===== src/rtl/axi_mm_pkg.sv =====
// rtl/axi_mm_pkg.sv - shared AXI-MM link channel widths and FIFO defaults
package axi_mm_pkg;

  localparam int AR_DW         = 47;
  localparam int AW_DW         = 47;
  localparam int W_DW          = 39;
  localparam int DEFAULT_DEPTH = 8;

  typedef enum logic [1:0] {
    CH_AR = 2'd0,
    CH_AW = 2'd1,
    CH_W  = 2'd2
  } axi_mm_chan_e;

  // Payload width of each receive channel FIFO feeding the slave-name mapper.
  function automatic int chan_dw(axi_mm_chan_e ch);
    case (ch)
      CH_AR:   return AR_DW;
      CH_AW:   return AW_DW;
      default: return W_DW;
    endcase
  endfunction

endpackage


===== src/rtl/axi_mm_rx_chan_fifo_if.sv =====
// rtl/axi_mm_rx_chan_fifo_if.sv - link push and mapper-side head handshake
interface axi_mm_rx_chan_fifo_if #(
  parameter int DW = 47
);
  logic          rx_push_vld;
  logic [DW-1:0] rx_push_data;
  logic          user_vld;
  logic [DW-1:0] rxfifo_data;
  logic          user_ready;

  modport slave (
    input  rx_push_vld,
    input  rx_push_data,
    input  user_ready,
    output user_vld,
    output rxfifo_data
  );

  modport master (
    output rx_push_vld,
    output rx_push_data,
    output user_ready,
    input  user_vld,
    input  rxfifo_data
  );
endinterface


===== src/rtl/axi_mm_fifo_ptr.sv =====
// rtl/axi_mm_fifo_ptr.sv - wrap-bit read/write pointers with full, empty and occupancy
module axi_mm_fifo_ptr #(
  parameter int DEPTH = 8,
  localparam int AW   = $clog2(DEPTH),
  localparam int PW   = AW + 1
) (
  input  logic          clk,
  input  logic          rst,
  input  logic          push_req,
  input  logic          pop_req,
  output logic          push_en,
  output logic          pop_en,
  output logic [AW-1:0] wr_addr,
  output logic [AW-1:0] rd_addr,
  output logic [PW-1:0] count,
  output logic          full,
  output logic          empty
);

  logic [PW-1:0] wr_ptr;
  logic [PW-1:0] rd_ptr;

  // Full is judged on the pre-pop state, so a push into a full FIFO is dropped
  // even when a pop happens on the same edge.
  assign empty   = (wr_ptr == rd_ptr);
  assign full    = (wr_ptr[AW] != rd_ptr[AW]) && (wr_ptr[AW-1:0] == rd_ptr[AW-1:0]);
  assign push_en = push_req && !full;
  assign pop_en  = pop_req && !empty;
  assign wr_addr = wr_ptr[AW-1:0];
  assign rd_addr = rd_ptr[AW-1:0];
  assign count   = wr_ptr - rd_ptr;

  always_ff @(posedge clk or posedge rst) begin
    if (rst) begin
      wr_ptr <= '0;
      rd_ptr <= '0;
    end else begin
      if (push_en) wr_ptr <= wr_ptr + PW'(1);
      if (pop_en)  rd_ptr <= rd_ptr + PW'(1);
    end
  end

endmodule


===== src/rtl/axi_mm_rx_chan_fifo.sv =====
// rtl/axi_mm_rx_chan_fifo.sv - credit-returning receive FIFO for one AXI-MM link channel
module axi_mm_rx_chan_fifo
  import axi_mm_pkg::*;
#(
  parameter int DW    = AR_DW,
  parameter int DEPTH = DEFAULT_DEPTH,
  localparam int AW   = $clog2(DEPTH)
) (
  input  logic                  clk_wr,
  input  logic                  rst_wr,
  axi_mm_rx_chan_fifo_if.slave  rx,
  output logic                  tx_credit,
  output logic [AW:0]           fifo_count,
  output logic                  err_overflow
);

  logic          push_en;
  logic          pop_en;
  logic          full;
  logic          empty;
  logic [AW-1:0] wr_addr;
  logic [AW-1:0] rd_addr;
  logic [DW-1:0] mem [DEPTH];

  axi_mm_fifo_ptr #(.DEPTH(DEPTH)) u_ptr (
    .clk      (clk_wr),
    .rst      (rst_wr),
    .push_req (rx.rx_push_vld),
    .pop_req  (rx.user_ready),
    .push_en  (push_en),
    .pop_en   (pop_en),
    .wr_addr  (wr_addr),
    .rd_addr  (rd_addr),
    .count    (fifo_count),
    .full     (full),
    .empty    (empty)
  );

  // Storage is deliberately left unreset; the head is only meaningful with user_vld.
  always_ff @(posedge clk_wr) begin
    if (push_en) mem[wr_addr] <= rx.rx_push_data;
  end

  assign rx.user_vld    = !empty;
  assign rx.rxfifo_data = mem[rd_addr];

  always_ff @(posedge clk_wr or posedge rst_wr) begin
    if (rst_wr) begin
      tx_credit    <= 1'b0;
      err_overflow <= 1'b0;
    end else begin
      tx_credit <= pop_en;
      if (rx.rx_push_vld && full) err_overflow <= 1'b1;
    end
  end

endmodule


===== src/flat_wrapper.sv =====
// flat-port wrapper written by rule: the top's interface ports become plain ports
module axi_mm_rx_chan_fifo_flat import axi_mm_pkg::*;
#(
  parameter int DW    = AR_DW,
  parameter int DEPTH = DEFAULT_DEPTH,
  localparam int AW   = $clog2(DEPTH)
)
  (clk_wr, rst_wr, tx_credit, fifo_count, err_overflow, rx_rx_push_vld, rx_rx_push_data, rx_user_ready, rx_user_vld, rx_rxfifo_data);
  axi_mm_rx_chan_fifo_if #(.DW(DW)) rx_i ();
  input  logic clk_wr;
  input  logic rst_wr;
  output logic tx_credit;
  output logic [AW:0] fifo_count;
  output logic err_overflow;
  input wire logic [$bits(rx_i.rx_push_vld)-1:0] rx_rx_push_vld;
  input wire logic [$bits(rx_i.rx_push_data)-1:0] rx_rx_push_data;
  input wire logic [$bits(rx_i.user_ready)-1:0] rx_user_ready;
  output wire logic [$bits(rx_i.user_vld)-1:0] rx_user_vld;
  output wire logic [$bits(rx_i.rxfifo_data)-1:0] rx_rxfifo_data;
  assign rx_i.rx_push_vld = rx_rx_push_vld;
  assign rx_i.rx_push_data = rx_rx_push_data;
  assign rx_i.user_ready = rx_user_ready;
  assign rx_user_vld = rx_i.user_vld;
  assign rx_rxfifo_data = rx_i.rxfifo_data;
  axi_mm_rx_chan_fifo #(.DW(DW), .DEPTH(DEPTH)) u_core (.clk_wr(clk_wr), .rst_wr(rst_wr), .rx(rx_i), .tx_credit(tx_credit), .fifo_count(fifo_count), .err_overflow(err_overflow));
endmodule

===== config.mk =====
export PLATFORM = sky130hd
export DESIGN_NAME = axi_mm_rx_chan_fifo_flat
export DESIGN_NICKNAME = d
export VERILOG_FILES = /design/src/rtl/axi_mm_pkg.sv /design/src/rtl/axi_mm_rx_chan_fifo_if.sv /design/src/rtl/axi_mm_fifo_ptr.sv /design/src/rtl/axi_mm_rx_chan_fifo.sv /design/src/flat_wrapper.sv
export SDC_FILE = /design/constraint.sdc
export NUM_CORES = 1
export LEC_CHECK = 0
export ABC_AREA = 1
export BUFFER_PORTS_ARGS = -buffer_cell sky130_fd_sc_hd__buf_2
export CAP_MARGIN = 25
export CORE_MARGIN = 5
export CORE_UTILIZATION = 57
export CTS_BUF_LIST = sky130_fd_sc_hd__clkbuf_8
export CTS_CLUSTER_SIZE = 30
export DETAILED_ROUTE_END_ITERATION = 10
export PLACE_DENSITY_LB_ADDON = 0.2
export REMOVE_ABC_BUFFERS = 1
export SETUP_SLACK_MARGIN = 0.1
export SLEW_MARGIN = 15
export SYNTH_ARGS = -nofsm -noshare
export SYNTH_HDL_FRONTEND = slang
export SYNTH_SLANG_ARGS = --single-unit

===== constraint.sdc =====
create_clock -name clk_wr -period 3.7 [get_ports clk_wr]
set_input_delay 0.185 -clock clk_wr [delete_from_list [all_inputs] [get_ports clk_wr]]
set_output_delay 0.185 -clock clk_wr [all_outputs]
set_load 0.02 [all_outputs]

==> metrics.csv, run 1 <==
stage,metric,value,unit
status,status,completed,
critical_path,crit path buf inv count,3,
critical_path,r2r setup slk,0.86,ns
synthesis,Syn Inst Count,1726,
final_layout,"commonest non-fill, non-tap cell in the layout",nand2_1,
floorplan,Die W,183,um
synthesis,syn_area_per_cell,9.85,um^2
cts,number of buffers created by CTS,60,
synthesis,register area share after synthesis,0.679,
sta,Final Hold Viols,0,
final_layout,layout cells sized above 1,0.112,
cts,clk slew on worst S/H paths,0.07,ns
floorplan,Starting Density,0.575,
detailed_routing,DR WL met3,2040,um
detailed_routing,DRC errors left,0,
final_layout,fin util,0.663,
power_and_ir_drop,switching power as a share of total power,0.398,
detailed_routing,total routed wirelength,35500,um
cts,TritonCTS clock tree,yes,
final_layout,fill count,2331,
synthesis,Synth warnings,0,
floorplan,Rows,63,
critical_path,WS Path Type,reg2out,
global_route,Tot GR Track Use,0.215,
synthesis,"Cell Area, Synth",17000,um^2
cts,htree depth,2,
power_and_ir_drop,sequential fraction of design power,0.388,
detailed_routing,Top Metal Used,met4,
critical_path,max incr delay on CP,0.81,ns
detailed_routing,Met2 Wirelength,17300,um
critical_path,CP dominant cell by count,nand2_1,
sta,RSZ-0062 raised after global routing,no,
placement,RePlAce Congestion,0.761,
global_route,largest net degree at the start of global routing,149,
hold_path,Tightest Hold Check Type,in2async,
global_route,total gr overflow,0,
floorplan,Vert. Die Dim,183,um
critical_path,critical path's slowest cell,buf_4,
synthesis,register bit total from synthesis,386,
detailed_routing,initial DRC count,859,
floorplan,I/O pins,105,
power_and_ir_drop,Pleak,0.00924,uW
final_layout,nets,1950,
global_route,initial antenna violation count,1,
placement,PortBufs,104,
power_and_ir_drop,pwr/cell area,748,nW/um^2
cts,clk root buf,clkbuf_8,
global_route,global-route wire length before repair,57800,um
critical_path,crit-path cells,"clkinv_2, buf_4, nand3_1, nand2_1, nand2_1, nand2_1, buf_2",
placement,Post-DP Area,18000,um^2
critical_path,CP max FO,68,
cts,cells resized by post-CTS repair,0,
cts,Clock Sinks,386,
placement,HPWL Detailed,19500,um
detailed_routing,vias per std cell,4.93,
detailed_routing,TritonRoute pass-1 iters,5,
sta,min cycle time layout,3.06,ns
sta,FMAX,0.326,GHz
power_and_ir_drop,clock network fraction of total power,0.222,
power_and_ir_drop,Net Sw Power,5830,uW
detailed_routing,ANT nets after route,0,
synthesis,Unique masters post-synth,19,
placement,DP Cell Count,2171,
detailed_routing,WL per Instance,15.2,um
sta,Clock Skew,0.0243,ns
power_and_ir_drop,Gate power share,0.391,
sta,crit share post-route,0.828,
critical_path,Reg-to-Reg Start,u_core.u_ptr.rd_ptr[1]$_DFFE_PP0P_,
global_route,vias in the first global route,11277,
final_layout,"commonest non-fill, non-tap cells in the layout","649 x nand2_1, 409 x inv_1, 376 x edfxtp_1",
sta,Worst-Margin Slew,0.917,ns
cts,Max Root-Sink Buffers,3,
critical_path,CP arrival,2.88,ns
final_layout,Finished Layout Cells,2331,
critical_path,Reg2Reg Depth,8,
critical_path,critical path endpoint category,output port,
critical_path,Critical R2R Capture,u_core.mem[1][25]$_DFFE_PP_,
power_and_ir_drop,total design power,14700,uW
flow_run,total of max-cap violations,0,
power_and_ir_drop,maximum VDD drop,1.23,mV
synthesis,top post-synthesis cells by area,"edfxtp_1 66%, nand2_1 14%, inv_1 8.6%, nand3_1 5.9%, dfrtp_1 1.5%",
floorplan,Core Region,29600,um^2
power_and_ir_drop,Pint,8830,uW
sta,Relative slew margins,0.389,
critical_path,Startpoint Class,flop,
critical_path,Top delay family on crit path,buffers and inverters,
final_layout,final non-filler cell area,19600,um^2
critical_path,data required time of the worst path,3.51,ns
sta,Final Max Tran Viols,0,
detailed_routing,routed length on met1,15600,um
final_layout,area delta synth->final,15.3,%
synthesis,Synth top area share,0.664,
cts,clk_lat worst skew,0.61,ns
floorplan,DIE AREA,33400,um^2
synthesis,"area leader, netlist",edfxtp_1,
sta,endpoints failing setup,0,
detailed_routing,vias post-DR,11485,
what timing repair did:
item	in CTS	in global routing
hold buffers	50	0
setup buffers	0	0
hold endpoints to repair	395	0
per-stage QoR:
stage	setup WS (ns)	TNS (ns)	hold WS, ns
5_1_grt	0.426	0	0.148
6_report	0.636	0	0.121
3_3_place_gp	0.860	0	0.188
2_1_floorplan	-3.07	-1293.14	0.0252
4_1_cts	0.592	0	0.107
3_5_place_dp	0.856	0	0.201
worst max-delay path by stage:
stage / from / to / slack [ns] / depth (start not counted)
after floorplan: u_core.u_ptr.rd_ptr[0]$_DFFE_PP0P_ / u_core.mem[2][0]$_DFFE_PP_ / -3.07 / 6
after CTS: u_core.u_ptr.rd_ptr[1]$_DFFE_PP0P_ / rx_rxfifo_data[23] / 0.59 / 7
final: u_core.u_ptr.rd_ptr[1]$_DFFE_PP0P_ / rx_rxfifo_data[15] / 0.64 / 7
after global routing: u_core.u_ptr.rd_ptr[1]$_DFFE_PP0P_ / rx_rxfifo_data[15] / 0.43 / 7
after global placement: u_core.u_ptr.rd_ptr[1]$_DFFE_PP0P_ / u_core.mem[1][12]$_DFFE_PP_ / 0.86 / 8
after detailed placement: u_core.u_ptr.rd_ptr[1]$_DFFE_PP0P_ / u_core.mem[1][7]$_DFFE_PP_ / 0.86 / 8
cell usage after synthesis (all sizes together):
| cell | n |
|---|---|
| nand2 | 650 |
| inv | 390 |
| edfxtp | 376 |
| nand3 | 201 |
| buf | 54 |
| clkbuf | 21 |
| dfrtp | 10 |
| nor2 | 10 |
| ha | 5 |
| nand4 | 3 |
| xor2 | 2 |
| fa | 1 |
| nand3b | 1 |
| o21bai | 1 |
| xnor2 | 1 |
cells by family (layout without fill, tap and decap cells):
group | Yosys count | after routing | synth area share
flops | 386 | 386 | 0.679
simple gates | 865 | 865 | 0.207
xor+xnor | 3 | 3 | 0.00155
compound gates | 1 | 1 | 0.000442
other cells | 0 | 1 | 0
fa+ha+maj | 6 | 6 | 0.00486
buf+inv | 465 | 679 | 0.107
power by group through the flow:
stage	sequential (uW)	clock, uW	combinational, uW
global route	5730	3530	6430
detailed placement	5770	0	5730
floorplan	6100	0	3550
finish	5680	3250	5730
global placement	5750	0	5650
CTS	5680	3300	5790
metal layers:
layer  vias up  global-route usage
met1      5427               0.305
met2       313               0.355
met3        48              0.0323
met4         0              0.0504
li1       5697                   -
met5         -                   0
flip-flops by register name, indices dropped and copies added (netlist names):
name and flops:
u_core.err_overflow 1, u_core.u_ptr.rd_ptr 4, u_core.mem 376, u_core.tx_credit 1, u_core.u_ptr.wr_ptr 4
tightest hold or removal path: stages:
cell and delay (ns):
dlygate4sd3_1 0.53, buf_2 0.12, inv_1 0.30
cell type report:
| type | count | area, um^2 | share of cell area |
|---|---|---|---|
| Inverter | 390 | 1470 | 0.0750 |
| Tap cell | 390 | 488 | 0.0249 |
| Antenna cell | 1 | 2.50 | 0.000128 |
| Clock buffer | 60 | 826 | 0.0422 |
| Clock inverter | 49 | 262 | 0.0133 |
| Multi-Input combinational cell | 875 | 3690 | 0.188 |
| Timing Repair Buffer | 180 | 1300 | 0.0666 |
| Sequential cell | 386 | 11500 | 0.590 |
No activity file was read; power rests on OpenSTA's default activity.
==> run 2, diff against run 1 <==
- CORE_UTILIZATION: 57 -> 60
- clock period: 3.7 -> 2.97 ns (I/O delays scaled with it)
==> metrics.csv, run 2 (same netlist as run 1, synthesis figures left out) <==
stage,metric,value,unit,change
status,status,completed,,
floorplan,Core Region,27900,um^2,-5.8%
sta,final worst setup slack,0.300,ns,-0.336 ns
sta,Final Hold Viols,0,,unchanged
detailed_routing,DRC errors left,0,,unchanged
global_route,total gr overflow,0,,unchanged
floorplan,Die W,178,um,-2.4%
placement,RePlAce Congestion,0.799,,+5.0%
final_layout,area delta synth->final,14.8,%,
detailed_routing,TritonRoute pass-1 iters,5,,unchanged
detailed_routing,total routed wirelength,35900,um,+1.2%
cts,Clock Sinks,386,,unchanged
sta,FMAX,0.374,GHz,
placement,PortBufs,104,,unchanged
detailed_routing,ANT nets after route,0,,unchanged
global_route,initial antenna violation count,1,,unchanged
placement,DP Worst Slack,0.437,ns,-0.418 ns
cts,number of buffers created by CTS,59,,-1.7%
final_layout,Biggest register,u_core.mem,,
sta,crit share post-route,0.899,,
cts,clk_lat worst skew,0.59,ns,-0.02 ns
final_layout,"commonest non-fill, non-tap cell in the layout",nand2_1,,
sta,endpoints failing setup,0,,unchanged
global_route,largest net degree at the start of global routing,193,,+30%
sta,min cycle time layout,2.67,ns,
global_route,met1 Usage GRT,0.305,,+0.000325
critical_path,CP max FO,192,,+180%
global_route,most used routing layer,met2,,
floorplan,Rows,61,,-3.2%
sta,smallest hold slack,0.0814,ns,-0.0393 ns
sta,setup TNS,0,ns,unchanged
critical_path,Reg2Reg Depth,8,,unchanged
sta,Final Max Tran Viols,0,,unchanged
final_layout,layout cells sized above 1,0.107,,-0.00523
cts,TritonCTS clock tree,yes,,
cts,Max Root-Sink Buffers,3,,unchanged
cts,post-CTS setup repair buffer count,0,,unchanged
critical_path,data required time of the worst path,2.82,ns,-0.69 ns
final_layout,"commonest non-fill, non-tap cells in the layout","649 x nand2_1, 411 x inv_1, 376 x edfxtp_1",,
power_and_ir_drop,maximum VDD drop,1.19,mV,-3.1%
final_layout,Finished Layout Cells,2312,,-0.82%
critical_path,critical path endpoint category,output port,,
sta,RSZ-0062 raised after global routing,no,,
cts,clk slew on worst S/H paths,0.06,ns,about the same
floorplan,I/O pins,105,,unchanged
critical_path,CP arrival,2.52,ns,-0.36 ns
sta,Worst-Margin Slew,0.953,ns,+0.0362 ns
power_and_ir_drop,Pleak,0.00918,uW,-0.65%
final_layout,biggest regs,"u_core.mem (376), u_core.u_ptr.rd_ptr (4), u_core.u_ptr.wr_ptr (4)",,
flow_run,total of max-cap violations,0,,unchanged
detailed_routing,vias post-DR,11483,,-0.017%
global_route,vias in the first global route,11362,,+0.75%
final_layout,final non-filler cell area,19500,um^2,-0.45%
final_layout,max reg flops,376,,unchanged
floorplan,Starting Density,0.610,,+0.0351
hold_path,Tightest Hold Check Type,in2async,,
final_layout,nets,1947,,-0.15%
sta,Relative slew margins,0.365,,-0.0241
placement,Post-DP Area,18000,um^2,about the same
critical_path,WS Path Type,reg2out,,
sta,Clock Skew,0.00883,ns,-0.0155 ns
placement,DP Cell Count,2157,,-0.64%
detailed_routing,initial DRC count,805,,-6.3%
global_route,global-route wire length before repair,57100,um,-1.1%
detailed_routing,vias per std cell,4.97,,+0.80%
cts,htree depth,2,,unchanged
floorplan,Vert. Die Dim,178,um,-2.4%
global_route,GR Layer Usage met3,0.0396,,+0.00735
floorplan,DIE AREA,31800,um^2,-4.7%
global_route,Tot GR Track Use,0.229,,+0.0141
critical_path,Startpoint Class,flop,,
placement,HPWL Detailed,18500,um,-5.1%
power_and_ir_drop,pwr/cell area,924,nW/um^2,+23%
cts,clk root buf,clkbuf_8,,
global_route,met2 global-route usage,0.390,,+0.0348
detailed_routing,WL per Instance,15.5,um,+2.0%
==> run 2: cell types whose count changed in the layout (fill, tap and decap cells not counted), sizes merged <==
cell      delta
clkinv       -5
bufinv       -2
clkbuf       -1
clkinvlp     +2
diode        +1
buf          -2
==> run 2: final timing paths <==
kind | start | endpoint | slack, ns
max | u_core.u_ptr.rd_ptr[0]$_DFFE_PP0P_ | rx_rxfifo_data[3] | 0.30
min | rst_wr | u_core.err_overflow$_DFFE_PP0P_ | 0.08
max reg2reg | u_core.u_ptr.wr_ptr[0]$_DFFE_PP0P_ | u_core.mem[6][25]$_DFFE_PP_ | 0.38
min reg2reg | u_core.err_overflow$_DFFE_PP0P_ | u_core.err_overflow$_DFFE_PP0P_ | 0.48
max in group asynchronous | rst_wr | u_core.u_ptr.rd_ptr[1]$_DFFE_PP0P_ | 2.58
min in group clk_wr | rx_rx_push_data[42] | u_core.mem[4][42]$_DFFE_PP_ | 0.36
==> run 2: repair_timing <==
| action | 4_1_cts | 5_1_grt |
|---|---|---|
| setup endpoints to repair | 33 | 27 |
| pin swaps | 0 | 0 |
| resized for setup | 1 | 3 |
| hold buffers | 50 | 0 |
| endpoints found under the hold margin | 395 | 0 |
==> run 2: metal layers <==
metal,up-vias,wire length (um)
met1,5383,15300
met4,0,723
li1,5694,-
met3,56,2200
met2,350,17600
met5,-,0
==> run 2: worst max-delay path: stages, from the launching register on <==
cell     delay, ns
dfrtp_4       0.46
buf_12        0.60
nand2_1       0.16
nand3_1       0.12
nand2_1       0.06
nand2_1       0.06
nand2_1       0.09
buf_2         0.17
==> run 2: report_power, final <==
group	switching (uW)	internal, uW
Clock	1900	1830
Combinational	5110	2120
Sequential	228	6840
==> run 2: stage by stage <==
step	power, uW	utilization
3_5_place_dp	14400	0.646
4_1_cts	18200	0.700
3_3_place_gp	14200	0.646
2_1_floorplan	12000	-
5_1_grt	19300	0.700
6_report	18000	0.700
==> run 2: final cells by class <==
class | count | area (um^2)
Clock buffer | 59 | 812
Fill cell | 2036 | 8360
Multi-Input combinational cell | 875 | 3690
Tap cell | 378 | 473
Clock inverter | 44 | 178
Inverter | 390 | 1470
Timing Repair Buffer | 178 | 1330
Antenna cell | 2 | 5.00
Sequential cell | 386 | 11500
==> run 3, diff against run 2 <==
- SYNTH_HIERARCHICAL: default -> 1
==> metrics.csv, run 3 <==
stage,metric,value,unit,change
cts,clk root buf,clkbuf_8,,
status,status,completed,,
floorplan,Core Region,28500,um^2,+2.2%
sta,endpoints failing setup,0,,unchanged
cts,clk slew on worst S/H paths,0.06,ns,about the same
sta,min cycle time layout,2.65,ns,-0.0200 ns
sta,Relative slew margins,0.368,,+0.00310
final_layout,max reg flops,376,,unchanged
sta,Final Hold Viols,0,,unchanged
hold_path,Tightest Hold Check Type,in2async,,
cts,clk_lat worst skew,0.58,ns,about the same
final_layout,final non-filler cell area,19600,um^2,+0.49%
cts,Max Root-Sink Buffers,3,,unchanged
synthesis,syn_area_per_cell,9.89,um^2,+0.45%
placement,HPWL Detailed,19800,um,+6.9%
sta,final worst setup slack,0.320,ns,+0.0200 ns
floorplan,Starting Density,0.603,,-0.00731
sta,crit share post-route,0.892,,-0.00675
detailed_routing,WL per Instance,15.9,um,+2.2%
cts,Clock Sinks,386,,unchanged
synthesis,Synth top area share,0.658,,-0.00640
sta,Final Max Tran Viols,0,,unchanged
placement,PortBufs,104,,unchanged
critical_path,CP max FO,193,,+0.52%
placement,RePlAce Congestion,0.837,,+4.7%
final_layout,biggest regs,"u_core/mem (376), u_core/u_ptr/rd_ptr (4), u_core/u_ptr/wr_ptr (4)",,
detailed_routing,DRC errors left,0,,unchanged
sta,Worst-Margin Slew,0.948,ns,-0.00466 ns
final_layout,nets,1960,,+0.67%
critical_path,WS Path Type,reg2out,,
synthesis,Synth warnings,6,,+6
power_and_ir_drop,maximum VDD drop,0.882,mV,-26%
synthesis,most used flip-flop cell after synthesis,edfxtp_1,,
critical_path,Critical R2R Capture,u_core/mem[4][43]$_DFFE_PP_,,
synthesis,top post-synthesis cells by area,"edfxtp_1 66%, nand2_1 14%, inv_1 6.4%, nand3_1 5.8%, inv_2 2.2%",,
synthesis,"area leader, netlist",edfxtp_1,,
sta,FMAX,0.377,GHz,+0.76%
critical_path,Reg-to-Reg Start,u_core/u_ptr/wr_ptr[2]$_DFFE_PP0P_,,
sta,setup TNS,0,ns,unchanged
final_layout,Biggest register,u_core/mem,,
floorplan,DIE AREA,32100,um^2,+0.92%
global_route,vias in the first global route,11374,,+0.11%
synthesis,fraction of registers with async set/reset,0.0259,,unchanged
critical_path,critical path endpoint category,output port,,
floorplan,Vert. Die Dim,179,um,+0.46%
global_route,Tot GR Track Use,0.234,,+0.00536
cts,cells resized by post-CTS repair,0,,-1
final_layout,Finished Layout Cells,2317,,+0.22%
cts,post-CTS setup repair buffer count,0,,unchanged
power_and_ir_drop,Pleak,0.00913,uW,-0.53%
detailed_routing,initial DRC count,931,,+16%
detailed_routing,total routed wirelength,36800,um,+2.4%
power_and_ir_drop,pwr/cell area,929,nW/um^2,+0.54%
critical_path,Reg2Reg Depth,9,,+1
cts,TritonCTS clock tree,yes,,
final_layout,fin util,0.688,,-0.0117
synthesis,"Cell Area, Synth",17200,um^2,+0.97%
synthesis,Post-synth top cells,"644 x nand2_1, 376 x edfxtp_1, 292 x inv_1",,
cts,# hold bufs at CTS,51,,+2.0%
final_layout,fill count,2137,,+5.0%
placement,DP Cell Count,2175,,+0.83%
synthesis,register area share after synthesis,0.673,,-0.00654
final_layout,"commonest non-fill, non-tap cell in the layout",nand2_1,,
detailed_routing,vias per std cell,4.99,,+0.46%
cts,htree depth,2,,unchanged
critical_path,CP arrival,2.50,ns,-0.02 ns
placement,Post-DP Area,18100,um^2,+0.86%
final_layout,"commonest non-fill, non-tap cells in the layout","644 x nand2_1, 376 x edfxtp_1, 309 x inv_1",,
global_route,largest net degree at the start of global routing,194,,+0.52%
detailed_routing,vias post-DR,11561,,+0.68%
cts,number of buffers created by CTS,59,,unchanged
global_route,initial antenna violation count,0,,-1
detailed_routing,TritonRoute pass-1 iters,5,,unchanged
sta,Clock Skew,0.0179,ns,+0.00907 ns
placement,DP Worst Slack,0.517,ns,+0.0800 ns
floorplan,I/O pins,105,,unchanged
synthesis,register bit total from synthesis,386,,unchanged
synthesis,number of flops mapped to enable cells by yosys,376,,unchanged
sta,RSZ-0062 raised after global routing,no,,
flow_run,total of max-cap violations,0,,unchanged
final_layout,layout cells sized above 1,0.165,,+0.0585
global_route,total gr overflow,0,,unchanged
synthesis,Syn Inst Count,1735,,+0.52%
synthesis,"count leader, synth",nand2_1,,
critical_path,r2r setup slk,0.53,ns,+0.15 ns
final_layout,area delta synth->final,14.2,%,
global_route,global-route wire length before repair,58700,um,+2.8%
critical_path,data required time of the worst path,2.82,ns,about the same
synthesis,Unique masters post-synth,24,,+5
detailed_routing,ANT nets after route,0,,unchanged
critical_path,Startpoint Class,flop,,
floorplan,Rows,62,,+1.6%
floorplan,Die W,179,um,+0.46%
## run 3: cell count changes after synthesis, moves of 3 or more
cell / before / now
inv_2: 2 / 102
nand3_1: 201 / 198
buf_2: 45 / 48
nand2_4: 0 / 4
nand2_1: 649 / 644
buf_4: 6 / 18
buf_6: 0 / 5
inv_1: 388 / 292
clkinv_1: 0 / 3
clkbuf_1: 21 / 5
## run 3: stage by stage
step	total power, uW	hold WS, ns
after floorplan	12100	-0.110
after global placement	14500	0.0141
after detailed placement	14600	0.0217
after CTS	18300	0.0548
after global routing	19400	0.128
final	18200	0.0968
## run 3: how the worst max path moves through the flow
stage | start | depth (start not counted) | endpoint
global placement | u_core/u_ptr/wr_ptr[0]$_DFFE_PP0P_ | 10 | u_core/mem[4][34]$_DFFE_PP_
finish | u_core/u_ptr/rd_ptr[0]$_DFFE_PP0P_ | 7 | rx_rxfifo_data[26]
detailed placement | u_core/u_ptr/wr_ptr[2]$_DFFE_PP0P_ | 9 | u_core/mem[4][34]$_DFFE_PP_
CTS | u_core/u_ptr/rd_ptr[0]$_DFFE_PP0P_ | 8 | rx_rxfifo_data[36]
floorplan | u_core/u_ptr/rd_ptr[0]$_DFFE_PP0P_ | 8 | u_core/mem[1][0]$_DFFE_PP_
global route | u_core/u_ptr/rd_ptr[0]$_DFFE_PP0P_ | 8 | rx_rxfifo_data[7]
## run 3: logic make-up after synthesis
kind of cell,synth area share
AOI/OAI and AO/OA,0.000438
xor gates and xnor gates,0.00153
adders and majority gates,0.00481
buffers and inverters,0.114
DFF,0.673
and+or+nand+nor,0.207
## run 3: per-layer routing
layer,share of wire,track usage
met1,0.44,0.329
met2,0.48,0.387
met3,0.059,0.0390
met4,0.016,0.0584
met5,0,0
## run 3: power breakdown
part | switching [uW] | internal [uW]
Clock | 1860 | 1810
Sequential | 254 | 6850
Combinational | 5230 | 2200
## run 3: layout make-up
class / count / area [um^2] / share of cell area
antenna: 1 / 2.50 / 0.000128
tap: 384 / 480 / 0.0245
inverter: 398 / 1500 / 0.0765
timing repair buffer: 185 / 1410 / 0.0718
clock buffer: 59 / 812 / 0.0414
multi-input combinational: 873 / 3720 / 0.190
sequential: 386 / 11500 / 0.589
clock inverter: 31 / 124 / 0.00632
## run 3: worst max-delay path: stages (launching register included)
cell	delay (ns)
dfrtp_4	0.46
buf_12	0.60
nand2_1	0.13
nand3_1	0.12
nand2_1	0.07
nand2_1	0.06
nand2_1	0.12
buf_2	0.19
